File: src/rtl/uart_pkg.sv
`default_nettype none
// +----------------------------------------------------------------------------+
// | uart_pkg : shared UART types and constants (FSM states, defaults, parity)  |
// | Revision : 1.0                                                             |
// +----------------------------------------------------------------------------+
package uart_pkg;

  localparam int DEF_OVERSAMPLE = 16;
  localparam int DEF_DATA_BITS  = 8;

  localparam logic PAR_EVEN = 1'b0;
  localparam logic PAR_ODD  = 1'b1;

  typedef enum logic [2:0] {
    IDLE   = 3'd0,
    START  = 3'd1,
    DATA   = 3'd2,
    PARITY = 3'd3,
    STOP   = 3'd4
  } uart_state_e;

endpackage : uart_pkg
`default_nettype wire

File: src/rtl/uart_bit_timer.sv
`default_nettype none
// +----------------------------------------------------------------------------+
// | uart_bit_timer : counts OVERSAMPLE baud ticks, pulses bit_done on the last |
// | Revision : 1.0                                                             |
// +----------------------------------------------------------------------------+
module uart_bit_timer
  import uart_pkg::*;
#(
  parameter int OVERSAMPLE = DEF_OVERSAMPLE
) (
  input  logic clk,
  input  logic arst_n,
  input  logic clear,
  input  logic baud_tick,
  output logic bit_done
);

  localparam int c_CNT_W = (OVERSAMPLE > 1) ? $clog2(OVERSAMPLE) : 1;
  localparam logic [c_CNT_W-1:0] c_LAST = c_CNT_W'(OVERSAMPLE - 1);

  logic [c_CNT_W-1:0] r_cnt;
  logic               w_at_last;

  assign w_at_last = (r_cnt == c_LAST);
  assign bit_done  = baud_tick && !clear && w_at_last;

  always_ff @(posedge clk or negedge arst_n) begin
    if (!arst_n) begin
      r_cnt <= '0;
    end else if (clear) begin
      r_cnt <= '0;
    end else if (baud_tick) begin
      r_cnt <= w_at_last ? '0 : r_cnt + c_CNT_W'(1);
    end
  end

endmodule : uart_bit_timer
`default_nettype wire

File: src/rtl/uart_tx_ctrl.sv
`default_nettype none
// +----------------------------------------------------------------------------+
// | uart_tx_ctrl : UART transmit controller, gates the baud generator and      |
// |                serialises start/data/parity/stop bits onto txd.            |
// | Revision : 1.0                                                             |
// +----------------------------------------------------------------------------+
module uart_tx_ctrl
  import uart_pkg::*;
#(
  parameter int DATA_BITS  = DEF_DATA_BITS,
  parameter int OVERSAMPLE = DEF_OVERSAMPLE
) (
  input  logic                 clk,
  input  logic                 arst_n,
  input  logic                 tx_valid,
  input  logic [DATA_BITS-1:0] tx_data,
  output logic                 tx_ready,
  input  logic                 parity_en,
  input  logic                 parity_odd,
  input  logic                 two_stop,
  input  logic                 baud_tick,
  output logic                 baud_en,
  output logic                 txd,
  output logic                 busy
);

  localparam int c_IDX_W = (DATA_BITS > 1) ? $clog2(DATA_BITS) : 1;
  localparam logic [c_IDX_W-1:0] c_LAST_IDX = c_IDX_W'(DATA_BITS - 1);

  uart_state_e          r_state, w_state_nxt;
  logic [DATA_BITS-1:0] r_data;
  logic                 r_par_en, r_par_odd, r_two_stop;
  logic [c_IDX_W-1:0]   r_idx, w_idx_nxt, w_idx_inc;
  logic                 r_stop_cnt, w_stop_nxt;
  logic                 r_txd, w_txd_nxt;
  logic                 r_busy, w_busy_nxt;
  logic                 r_tx_ready, w_ready_nxt;
  logic                 r_baud_en, w_baud_en_nxt;
  logic                 w_load;
  logic                 w_bit_done;
  logic                 w_parity;
  logic                 w_timer_clear;

  assign tx_ready = r_tx_ready;
  assign baud_en  = r_baud_en;
  assign txd      = r_txd;
  assign busy     = r_busy;

  assign w_idx_inc     = r_idx + c_IDX_W'(1);
  assign w_parity      = (^r_data) ^ (r_par_odd == PAR_ODD);
  assign w_timer_clear = (r_state == IDLE);

  // Timer is held at zero in IDLE so stray ticks cannot pre-advance a frame.
  uart_bit_timer #(
    .OVERSAMPLE (OVERSAMPLE)
  ) u_bit_timer (
    .clk       (clk),
    .arst_n    (arst_n),
    .clear     (w_timer_clear),
    .baud_tick (baud_tick),
    .bit_done  (w_bit_done)
  );

  always_ff @(posedge clk or negedge arst_n) begin
    if (!arst_n) begin
      r_state    <= IDLE;
      r_idx      <= '0;
      r_stop_cnt <= 1'b0;
      r_txd      <= 1'b1;
      r_busy     <= 1'b0;
      r_tx_ready <= 1'b1;
      r_baud_en  <= 1'b0;
    end else begin
      r_state    <= w_state_nxt;
      r_idx      <= w_idx_nxt;
      r_stop_cnt <= w_stop_nxt;
      r_txd      <= w_txd_nxt;
      r_busy     <= w_busy_nxt;
      r_tx_ready <= w_ready_nxt;
      r_baud_en  <= w_baud_en_nxt;
    end
  end

  always_ff @(posedge clk or negedge arst_n) begin
    if (!arst_n) begin
      r_data     <= '0;
      r_par_en   <= 1'b0;
      r_par_odd  <= 1'b0;
      r_two_stop <= 1'b0;
    end else if (w_load) begin
      r_data     <= tx_data;
      r_par_en   <= parity_en;
      r_par_odd  <= parity_odd;
      r_two_stop <= two_stop;
    end
  end

  always_comb begin
    w_state_nxt   = r_state;
    w_idx_nxt     = r_idx;
    w_stop_nxt    = r_stop_cnt;
    w_txd_nxt     = r_txd;
    w_busy_nxt    = r_busy;
    w_ready_nxt   = r_tx_ready;
    w_baud_en_nxt = r_baud_en;
    w_load        = 1'b0;

    case (r_state)
      IDLE: begin
        if (tx_valid && r_tx_ready) begin
          w_load        = 1'b1;
          w_txd_nxt     = 1'b0;
          w_baud_en_nxt = 1'b1;
          w_busy_nxt    = 1'b1;
          w_ready_nxt   = 1'b0;
          w_state_nxt   = START;
        end
      end
      START: begin
        if (w_bit_done) begin
          w_txd_nxt   = r_data[0];
          w_idx_nxt   = '0;
          w_state_nxt = DATA;
        end
      end
      DATA: begin
        if (w_bit_done) begin
          if (r_idx != c_LAST_IDX) begin
            w_idx_nxt = w_idx_inc;
            w_txd_nxt = r_data[w_idx_inc];
          end else if (r_par_en) begin
            w_txd_nxt   = w_parity;
            w_state_nxt = PARITY;
          end else begin
            w_txd_nxt   = 1'b1;
            w_stop_nxt  = 1'b0;
            w_state_nxt = STOP;
          end
        end
      end
      PARITY: begin
        if (w_bit_done) begin
          w_txd_nxt   = 1'b1;
          w_stop_nxt  = 1'b0;
          w_state_nxt = STOP;
        end
      end
      STOP: begin
        if (w_bit_done) begin
          if (r_two_stop && !r_stop_cnt) begin
            w_stop_nxt = 1'b1;
          end else begin
            w_state_nxt   = IDLE;
            w_baud_en_nxt = 1'b0;
            w_busy_nxt    = 1'b0;
            w_ready_nxt   = 1'b1;
          end
        end
      end
      default: begin
        w_state_nxt = IDLE;
      end
    endcase
  end

endmodule : uart_tx_ctrl
`default_nettype wire

File: config.mk
export PLATFORM = sky130hd
export DESIGN_NAME = uart_tx_ctrl
export DESIGN_NICKNAME = d
export VERILOG_FILES = /design/src/rtl/uart_pkg.sv /design/src/rtl/uart_bit_timer.sv /design/src/rtl/uart_tx_ctrl.sv
export SDC_FILE = /design/constraint.sdc
export NUM_CORES = 1
export LEC_CHECK = 0
export BUFFER_PORTS_ARGS = -buffer_cell sky130_fd_sc_hd__buf_4
export CAP_MARGIN = 20
export CORE_MARGIN = 1
export CORE_UTILIZATION = 56
export DETAILED_ROUTE_END_ITERATION = 8
export HOLD_SLACK_MARGIN = 0.08
export PLACE_DENSITY = 0.77
export SYNTH_ARGS = -nofsm -noshare
export SYNTH_HDL_FRONTEND = slang
export SYNTH_SLANG_ARGS = --single-unit
File: constraint.sdc
create_clock -name clk -period 2.6 [get_ports clk]
set_input_delay 0.26 -clock clk [delete_from_list [all_inputs] [get_ports clk]]
set_output_delay 0.26 -clock clk [all_outputs]
set_load 0.02 [all_outputs]
=== After elaboration in Yosys (flattened, before gate mapping) ===
Cells that the tools add are included.

* Output and inout port bits: 4
* Logic and storage cells: 90
* Register bits after elaboration: 25
* Input port bits: 15

* $lt $le $gt $ge: 1
* Eq/ne operators: 16
* Bitwise gates (word level): 1
* Multiplexer cells: 41
* Add/sub/neg operators: 2
* Reductions and logical operators: 18

{| class="wikitable"
|+ Operators by type and width
! operator !! number
|-
| 2-to-1 mux 3 bit || 11
|-
| 2-to-1 mux 1 bit || 20
|-
| case mux 3 bit (5 select lines) || 1
|-
| AND reduction 7 bit || 2
|-
| 2-to-1 mux 4 bit || 3
|-
| inequality test 2 bit (second input constant) || 6
|-
| inequality test 2 x 1 -> 1 bit (second input constant) || 4
|-
| AND reduction 4 bit || 2
|-
| parity 8 bit || 1
|-
| == test 3 x 2 -> 1 bit (second input constant) || 2
|-
| case mux 3 bit (2 select lines) || 1
|-
| nonzero test 2 bit || 3
|-
| AND reduction 5 bit || 1
|-
| adder 4 x 1 -> 4 bit (second input constant) || 1
|-
| == test 4 bit (second input constant) || 1
|-
| logical AND 1 bit || 4
|-
| less-than comparator 3 x 4 -> 1 bit (second input constant) || 1
|-
| case mux 1 bit (2 select lines) || 2
|-
| case mux 1 bit (4 select lines) || 1
|-
| nonzero test 4 bit || 1
|-
| adder 3 x 1 -> 3 bit (second input constant) || 1
|-
| binary-select mux 1 bit (select 3 bit) || 1
|-
| == test 3 x 1 -> 1 bit (second input constant) || 1
|-
| == test 3 bit (second input constant) || 1
|-
| other kinds (6) || 7
|}

=== Longest topological paths before layout ===
Gate-level depths: netlist of run 1.

* Depth in word-level cells: 6
* Gate-level depth with buffers: 7
* Mapped depth without buffers: 7

=== Modules after synthesis ===
From an unflattened synthesis of run 1, not the netlist that was laid out.

* Cell total of the unflattened synthesis: 128
* Area total of the unflattened synthesis: 1420.1 um^2

{| class="wikitable"
|+ Modules (own cells, without submodules)
! module !! cells each !! area an instance (um^2) !! times used !! sequential area each (um^2)
|-
| uart_tx_ctrl || 107 || 1217.4 || 1 || 528.0
|-
| uart_bit_timer || 21 || 202.7 || 1 || 100.1
|}

=== Worst setup path before layout of run 1 ===
OpenSTA, ideal clock, no wires.

* Kind: flip-flop to flip-flop
* From: register r_idx[0]
* To: register r_txd, in the netlist txd
* Path buffers: 0
* Library setup time: 0.086 ns
* Slack: 0.662 ns
* Arrival: 1.852 ns
* Cell stages (with the launch flop): 8
* Cells stage by stage: dfrtp_1 -> ha_1 -> ha_1 -> mux4_1 -> nand2_1 -> o311ai_0 -> o2111ai_1 -> a31oi_1

* Cells in the longest elaborated chain, start to end: 6
* Elaborated cells on any way between the ends: 7

{| class="wikitable"
|+ RTL lines
! what !! RTL line !! text
|-
| start: declaration || uart_tx_ctrl.sv:33 || <nowiki>logic [c_IDX_W-1:0] r_idx, w_idx_nxt, w_idx_inc;</nowiki>
|-
| start signal: assignment || uart_tx_ctrl.sv:75 || <nowiki>r_idx <= w_idx_nxt;</nowiki>
|-
| adder 3 x 1 -> 3 bit || uart_tx_ctrl.sv:49 || <nowiki>assign w_idx_inc = r_idx + c_IDX_W'(1);</nowiki>
|-
| binary-select mux 1 bit (select 3 bit) || uart_tx_ctrl.sv:130 || <nowiki>w_txd_nxt = r_data[w_idx_inc];</nowiki>
|-
| 2-to-1 mux 1 bit (not written as such) || uart_tx_ctrl.sv:130 ||
|-
| 2-to-1 mux 1 bit (*) || uart_tx_ctrl.sv:128 || <nowiki>if (r_idx != c_LAST_IDX) begin</nowiki>
|-
| 2-to-1 mux 1 bit (*) || uart_tx_ctrl.sv:127 || <nowiki>if (w_bit_done) begin</nowiki>
|-
| case mux 1 bit (4 select lines) (*) || uart_tx_ctrl.sv:108 || <nowiki>case (r_state)</nowiki>
|-
| end signal: assignment || uart_tx_ctrl.sv:77 || <nowiki>r_txd <= w_txd_nxt;</nowiki>
|-
| end: declaration || uart_tx_ctrl.sv:35 || <nowiki>logic r_txd, w_txd_nxt;</nowiki>
|}

Every way passes the cells marked *; elsewhere a longest branch is shown, timed or not. The select of a mux whose other input is x is not followed.
A chain may end at the register's enable or synchronous reset.

=== Final worst setup path of run 1 ===
Ends and elaborated chain as after synthesis.

==> results.md, run 1 <==
* # fillers at ~170
* Cells after Synth at between 100 and 150
* Syn Nets at ~150
* Area leader, netlist: dfrtp_1
* Synth top area share at between 40% and 50%
* Final min period at approximately 2.1 ns
* CTS buffer count at 3
* Post_cts resized at 0
* RSZ-0062 raised after global routing: false
* Initial core utilization at between 60% and 70%
* CTS tree: yes
* Power per cell area at approximately 380 nW/um^2
* Share of layout cells above drive strength 1 at 25.50%
* Final slew viol count at 0
* Ant. Diodes at 0
* Crit. End Element: register
* Nets at about 170
* Hold depth at 3
* Register area share after synthesis at between 40% and 50%
* Skew-Pair Late Insertion Delay at around 0.32 ns
* Core area at between 2000 and 2500 um^2
* Switching share of total power at between 20% and 30%
* Int Pwr at roughly 460 uW
* Rows at 17
* Reg2Reg Depth at 7
* Syn_area_per_cell at about 10 um^2
* Top FF cell, synth: dfrtp_1
* Layout overhead on the synthesized area at 13.05%
* Global-route wire length before repair at 4505 um
* Synth Register Bits at 25
* Fmax at around 0.47 GHz
* Max-slew headroom at roughly 62%
* Clock Skew at between 0.01 and 0.015 ns
* Number of global-route vias before repair at approximately 1,100
* CTS Root Cell: clkbuf_4
* Worst vdd ir at between 0.3 and 0.4 mV
* DR vias at ~1,000
* Worst Hold Class: in2reg
* Final Hold Slack at roughly 0.15 ns
* Max Root-Sink Buffers at 2
* NetSw at 125.9 uW
* Worst slew pin tran at roughly 0.56 ns
* Pleak at roughly 0.0007 uW
* Drt total wl at between 2000 and 3000 um
* I/O Buffers at 18
* Hold Fails Final Rpt at 0
* Die Y at roughly 50 um
* Detailed Place HPWL at 1900 um
* Clk network pwr share at between 20% and 30%
* Post-CTS Hold Fix Bufs at 1
* Critical Path RT at 2.86 ns
* Crit path kind: reg2reg
* Boundary pin count at 19
* DR WL/cell at 14.54 um
* Total of max-cap violations at 0
* Router iterations before antenna repair at 4
* Asr flop ratio synth at between 90% and 100%
* Die area at ~2700 um^2
* Largest cells by area after synthesis: dfrtp_1, mux2_2, dfstp_2, o21ai_0, nand2_1
* EDFF count, synth at 0
* ANT nets after route at 0
* Iter 0 DRT Violations at 22
* Vias per inst at 5.887
* Final period util at slightly above 80%
* GP Congestion at between 0.7 and 0.8
* Die Width at 51.49 um
* Clock sink count at 25
* Synth warnings at 0
* Final setup viols at 0
* Drt drc at 0
* Global route overflow at 0
* Crit-path max FO at 6
* Comb pwr share at 4.8%
* Largest net degree at the start of global routing at 26
* Synthesized area at ~1400 um^2
* H-tree depth at 1
* Final setup TNS at 0 ns
* Synth unique cells at 37
* Register Area at roughly 630 um^2
* Sequential power share at 65.9%
* Tot GR Track Use at a little under a quarter
* Area of the multi-input gates at approximately 690 um^2
* Status: complete, no violations
* Setup repair bufs after CTS at 0
* CP Launch Type: register
* R2r setup slk at between 0.4 and 0.5 ns
* Initial antenna violation count at 0
* Worst Path Arrival at 2.37 ns
* Clock slew at reported path FFs at approximately 0.14 ns
[sequential cells by signal, summed over array words and instances (netlist names)]
name and flops:
r_data 8, u_bit_timer.r_cnt 4, r_idx 3, r_state 3, baud_en 1, r_par_en 1, r_par_odd 1, r_stop_cnt 1
r_two_stop 1, tx_ready 1, txd 1
[cell type report]
| cell class | count | area share, % |
|---|---|---|
| clock buffers | 4 | 1.695 |
| flip-flops and latches | 25 | 40.52 |
| repair buffers | 19 | 9.362 |
| well taps | 28 | 2.260 |
| inverters | 7 | 1.695 |
| multi-input cells | 94 | 44.47 |
[metrics by stage]
stage               setup slack (ns)  total power, uW  instance area (um^2)  utilization (%)  std cells
detailed placement            0.5121            424.2                  1514            67.15        172
finish                        0.4829            590.1                  1550            68.76        177
global placement              0.6061            423.2                  1514            67.15        172
floorplan                     0.6616            399.0                  1371                -        131
global route                  0.3351            610.5                  1550            68.76        177
CTS                           0.4879            594.6                  1550            68.76        177
[logic make-up after synthesis]
| logic type | count (synthesis) | share of synthesized area (%) |
|---|---|---|
| buf+inv | 12 | 3.923 |
| xor+xnor | 8 | 6.113 |
| compound gates | 31 | 13.69 |
| fa+ha+maj | 3 | 2.738 |
| flops | 25 | 45.80 |
| simple gates | 36 | 13.78 |
| mux | 16 | 13.96 |
[worst paths after layout]
check,from,end
min,parity_en,r_par_en$_DFFE_PN0P_
min reg2reg,r_stop_cnt$_DFFE_PN0P_,r_stop_cnt$_DFFE_PN0P_
max in group asynchronous,arst_n,tx_ready$_DFFE_PN1P_
min in group asynchronous,arst_n,u_bit_timer.r_cnt[2]$_DFFE_PN0P_
max reg2reg,r_idx[0]$_DFFE_PN0P_,txd$_DFFE_PN1P_
max,r_idx[0]$_DFFE_PN0P_,txd$_DFFE_PN1P_
[synthesized netlist by cell type (3+ instances only)]
| cell type | count |
|---|---|
| dfrtp_1 | 23 |
| nand2_1 | 13 |
| mux2_2 | 12 |
| o21ai_0 | 10 |
| a21oi_1 | 9 |
| nor2_1 | 8 |
| inv_1 | 7 |
| xnor2_1 | 5 |
| a31oi_1 | 3 |
| ha_1 | 3 |
| mux2i_1 | 3 |
| nand3_1 | 3 |
[critical path: stages (launching register included)]
cell       delay (ns)
dfrtp_1          0.49
ha_1             0.24
ha_1             0.34
mux4_1           0.57
nand2_1          0.08
o311ai_0         0.12
o2111ai_1        0.11
a31oi_1          0.11
[layout by cell type, fill, tap and decap left out, types with 2 or more instances in the layout]
cell,count
or3_1,2
a211oi_1,2
dfstp_2,2
xor2_1,2
nor2_1,8
a21oi_1,9
o21ai_0,10
dfrtp_1,23
nand2_1,13
buf_4,18
a31oi_1,3
clkbuf_4,3
nand3_1,3
inv_1,7
a22oi_1,2
xnor2_1,5
mux2_2,12
mux2i_1,3
ha_1,3
[power by group through the flow]
| stage | Clock, uW | Sequential (uW) | Combinational [uW] |
|---|---|---|---|
| 3_5_place_dp | 0 | 396 | 28.0 |
| 5_1_grt | 190 | 389 | 31.8 |
| 4_1_cts | 176 | 389 | 29.2 |
| 2_1_floorplan | 0 | 396 | 2.68 |
| 6_report | 173 | 389 | 28.4 |
| 3_3_place_gp | 0 | 396 | 27.0 |
[routing by layer]
layer | up-vias | track usage (%) | share of wire [%]
met2 | 29 | 42.64 | 51
met4 | 0 | 9.009 | 1.6
met3 | 4 | 3.571 | 3.7
met5 | - | 0 | 0
li1 | 510 | - | -
met1 | 499 | 26.45 | 44
(Power assumes the default switching activity.)
==> run 2: changes to the inputs <==
--- a/config.mk
+++ b/config.mk
@@ -5,13 +5,14 @@
 export SDC_FILE = /design/constraint.sdc
 export NUM_CORES = 1
 export LEC_CHECK = 0
+export ABC_AREA = 1
 export BUFFER_PORTS_ARGS = -buffer_cell sky130_fd_sc_hd__buf_4
 export CAP_MARGIN = 20
 export CORE_MARGIN = 1
-export CORE_UTILIZATION = 56
+export CORE_UTILIZATION = 57
 export DETAILED_ROUTE_END_ITERATION = 8
 export HOLD_SLACK_MARGIN = 0.08
-export PLACE_DENSITY = 0.77
+export PLACE_DENSITY = 0.78
 export SYNTH_ARGS = -nofsm -noshare
 export SYNTH_HDL_FRONTEND = slang
 export SYNTH_SLANG_ARGS = --single-unit
==> constraint.sdc (replaced) <==
create_clock -name clk -period 1.95 [get_ports clk]
set_input_delay 0.195 -clock clk [delete_from_list [all_inputs] [get_ports clk]]
set_output_delay 0.195 -clock clk [all_outputs]
set_load 0.02 [all_outputs]
==> run 2 against run 1 <==
  * Wire length up 21%
  * Clock-buffer cell count unchanged
  * Largest power group is now combinational logic
  * Critical endpoint unchanged
  * Clock power is 35% higher
  * Largest cell class unchanged
==> results.md, run 2 <==
* Status: complete, no violations
* EDFF count, synth at 0
* Drt drc at 0
* Iter 0 DRT Violations at 37
* Fmax at about 0.54 GHz
* Critical Path RT at roughly 2.2 ns
* Register area share after synthesis at 42.22%
* RSZ-0062 raised after global routing: false
* Ant. Diodes at 0
* Int Pwr at roughly 1300 uW
* Most frequent cell after synthesis: nand2_1
* Tot GR Track Use at between 20% and 30%
* Synthesized area at about 1500 um^2
* Initial core utilization at 60.05%
* Synth Register Bits at 25
* Final slew viol count at 0
* DR WL/cell at ~12 um
* Post-Synth Simple-Gate Area at between 30% and 40%
* CP Launch Type: register
* Worst vdd ir at 1.081 mV
* Die area at between 2000 and 3000 um^2
* Clock sink count at 25
* Hold Fails Final Rpt at 0
* Syn Nets at 226
* Largest cells by area after synthesis: dfrtp_1, nand2_1, inv_1, o21ai_1, dfstp_2
* Vias per inst at slightly above 5
* Drt total wl at about 3100 um
* Layout Cells excl Fill at ~270
* DR vias at 1,353
* Clk network pwr share at 9.1%
* Detailed Place HPWL at between 2000 and 2500 um
* Power per cell area at roughly 1400 nW/um^2
* Area leader, netlist: dfrtp_1
* Final setup viols at 0
* Worst Hold Class: in2reg
* Max reg flops at 8
* Top FF cell, synth: dfrtp_1
* Pleak at 0.0009288 uW
* Clock slew at reported path FFs at 0.14 ns
* Crit-path max FO at 11
* Final setup TNS at 0 ns
* Total of max-cap violations at 0
* Syn_area_per_cell at about 7.2 um^2
* Initial antenna violation count at 0
* H-tree depth at 1
* Synth top cells by count: nand2_1, inv_1, dfrtp_1
* Largest net degree at the start of global routing at 26
* GP Congestion at around 0.83
* Final min period at ~1.9 ns
* Final period util at approximately 95%
* Asr flop ratio synth at between 90% and 100%
* Worst Path Arrival at approximately 2.1 ns
* Sequential power share at approximately 37%
* Die Width at 53.09 um
* CTS buffer count at 3
* Clock Skew at between 0.008 and 0.009 ns
* Router iterations before antenna repair at 5
* # fillers at roughly 210
* Share of layout cells above drive strength 1 at about 18%
* Largest family of logic cells by synthesized area: simple AND/OR/NAND/NOR gates
* NetSw at 1206 uW
* Post-CTS Hold Fix Bufs at 10
* Rows at 18
* Mux cell area share after synthesis at 0%
* Crit. End Element: register
* Post_cts resized at 0
* Synth unique cells at 25
* Comb pwr share at 54.1%
* Post-synthesis xor/xnor area fraction at less than 1%
* Boundary pin count at 19
* Core area at approximately 2500 um^2
* Worst slew pin tran at ~0.33 ns
* CTS Root Cell: clkbuf_4
* Compound-gate portion of the synthesized area at between 10% and 20%
* Max Root-Sink Buffers at 2
* Die Y at 53.09 um
* Cells after Synth at between 200 and 250
* Setup repair bufs after CTS at 0
* Global route overflow at 0
* Layout overhead on the synthesized area at 19.09%
* Number of global-route vias before repair at 1,307
* ANT nets after route at 0
* Synth top area share at about two fifths
* Commonest non-fill, non-tap cells in the layout: nand2_1, inv_1, dfrtp_1, buf_4, o21ai_1
* Largest register by flop count: r_data
* Skew-Pair Late Insertion Delay at roughly 0.32 ns
* I/O Buffers at 18
* Largest registers: r_data (8), u_bit_timer.r_cnt (4)
* Global-route wire length before repair at 5237 um
* Synth warnings at 0
* Switching share of total power at roughly 47%
* Max-slew headroom at roughly four fifths
* CTS tree: yes
* Most common cell after layout, fill and taps aside: nand2_1
* Inst Count DP at 253
* Crit path kind: reg2reg
* Synth Area in Adders at under 10%
* Nets at 256
==> run 2: cell count changes after synthesis, moves of 7 or more <==
cell,change
inv_2,+7
mux2_2,-12
nand2_1,+62
inv_1,+17
o21ai_1,+12
nand3_1,+7
==> run 2: worst paths after layout <==
| path | from | to | slack, ns | cells after the start |
|---|---|---|---|---|
| min in group asynchronous | arst_n | r_data[1]$_DFFE_PN0P_ | 0.30 | 2 |
| worst min register to register | r_stop_cnt$_DFFE_PN0P_ | r_stop_cnt$_DFFE_PN0P_ | 0.52 | 1 |
| worst max-delay path | r_idx[0]$_DFFE_PN0P_ | txd$_DFFE_PN1P_ | 0.1 | 11 |
| max in group asynchronous | arst_n | tx_ready$_DFFE_PN1P_ | 1.35 | 2 |
| worst min-delay path | tx_data[2] | r_data[2]$_DFFE_PN0P_ | 0.09 | 3 |
| worst max register to register | r_idx[0]$_DFFE_PN0P_ | txd$_DFFE_PN1P_ | 0.1 | 11 |
==> run 2: power groups by stage <==
stage	logic, uW	clock network (uW)	registers [uW]
6_report	1380	233	935
5_1_grt	1590	264	967
3_3_place_gp	1290	0	938
4_1_cts	1380	243	934
3_5_place_dp	1360	0	946
2_1_floorplan	1060	0	926
==> run 2: logic make-up (layout without fill, tap and decap cells) <==
| logic type | count (synthesis) | count (layout) |
|---|---|---|
| fa+ha+maj | 3 | 3 |
| simple gates | 110 | 110 |
| flops | 25 | 25 |
| buf+inv | 35 | 64 |
| compound gates | 34 | 34 |
| xor+xnor | 1 | 1 |
==> run 2: layout make-up <==
type	instances	area, um^2	area share (%)
Clock buffer	4	26.28	1.483
Timing Repair Buffer	29	242.7	13.70
Sequential cell	25	628.1	35.45
Multi-Input combinational cell	148	720.7	40.68
Inverter	31	116.4	6.568
Tap cell	30	37.54	2.119
==> run 2: per-layer routing <==
metal | track usage, % | vias up | share of wire [%]
met5 | 0 | - | 0
met4 | 7.895 | 0 | 0.80
met3 | 2.586 | 2 | 4.8
met2 | 43.67 | 42 | 49
met1 | 32.91 | 601 | 46
li1 | - | 708 | -
==> run 2: worst max-delay path, cell delays in order, from the launching register on <==
cell and delay [ns]:
dfrtp_1 0.51, ha_1 0.26, ha_1 0.31, inv_1 0.11
a21oi_1 0.05, o21ai_0 0.10, nand3_1 0.11, nand3_1 0.09
nand2_1 0.05, inv_1 0.04, nand2_1 0.05, a21oi_1 0.12
==> run 2: stage by stage <==
stage | area (um^2) | utilization [%] | setup WS [ns] | hold WS (ns) | total power (uW)
floorplan | 1488 | - | 0.4687 | -0.1006 | 1986
global placement | 1645 | 66.41 | 0.2932 | 0.1153 | 2230
detailed placement | 1645 | 66.41 | 0.1404 | 0.1195 | 2301
CTS | 1772 | 71.52 | 0.1221 | 0.08614 | 2557
global route | 1772 | 71.52 | 0.01120 | 0.09682 | 2822
finish | 1772 | 71.52 | 0.09595 | 0.08583 | 2544
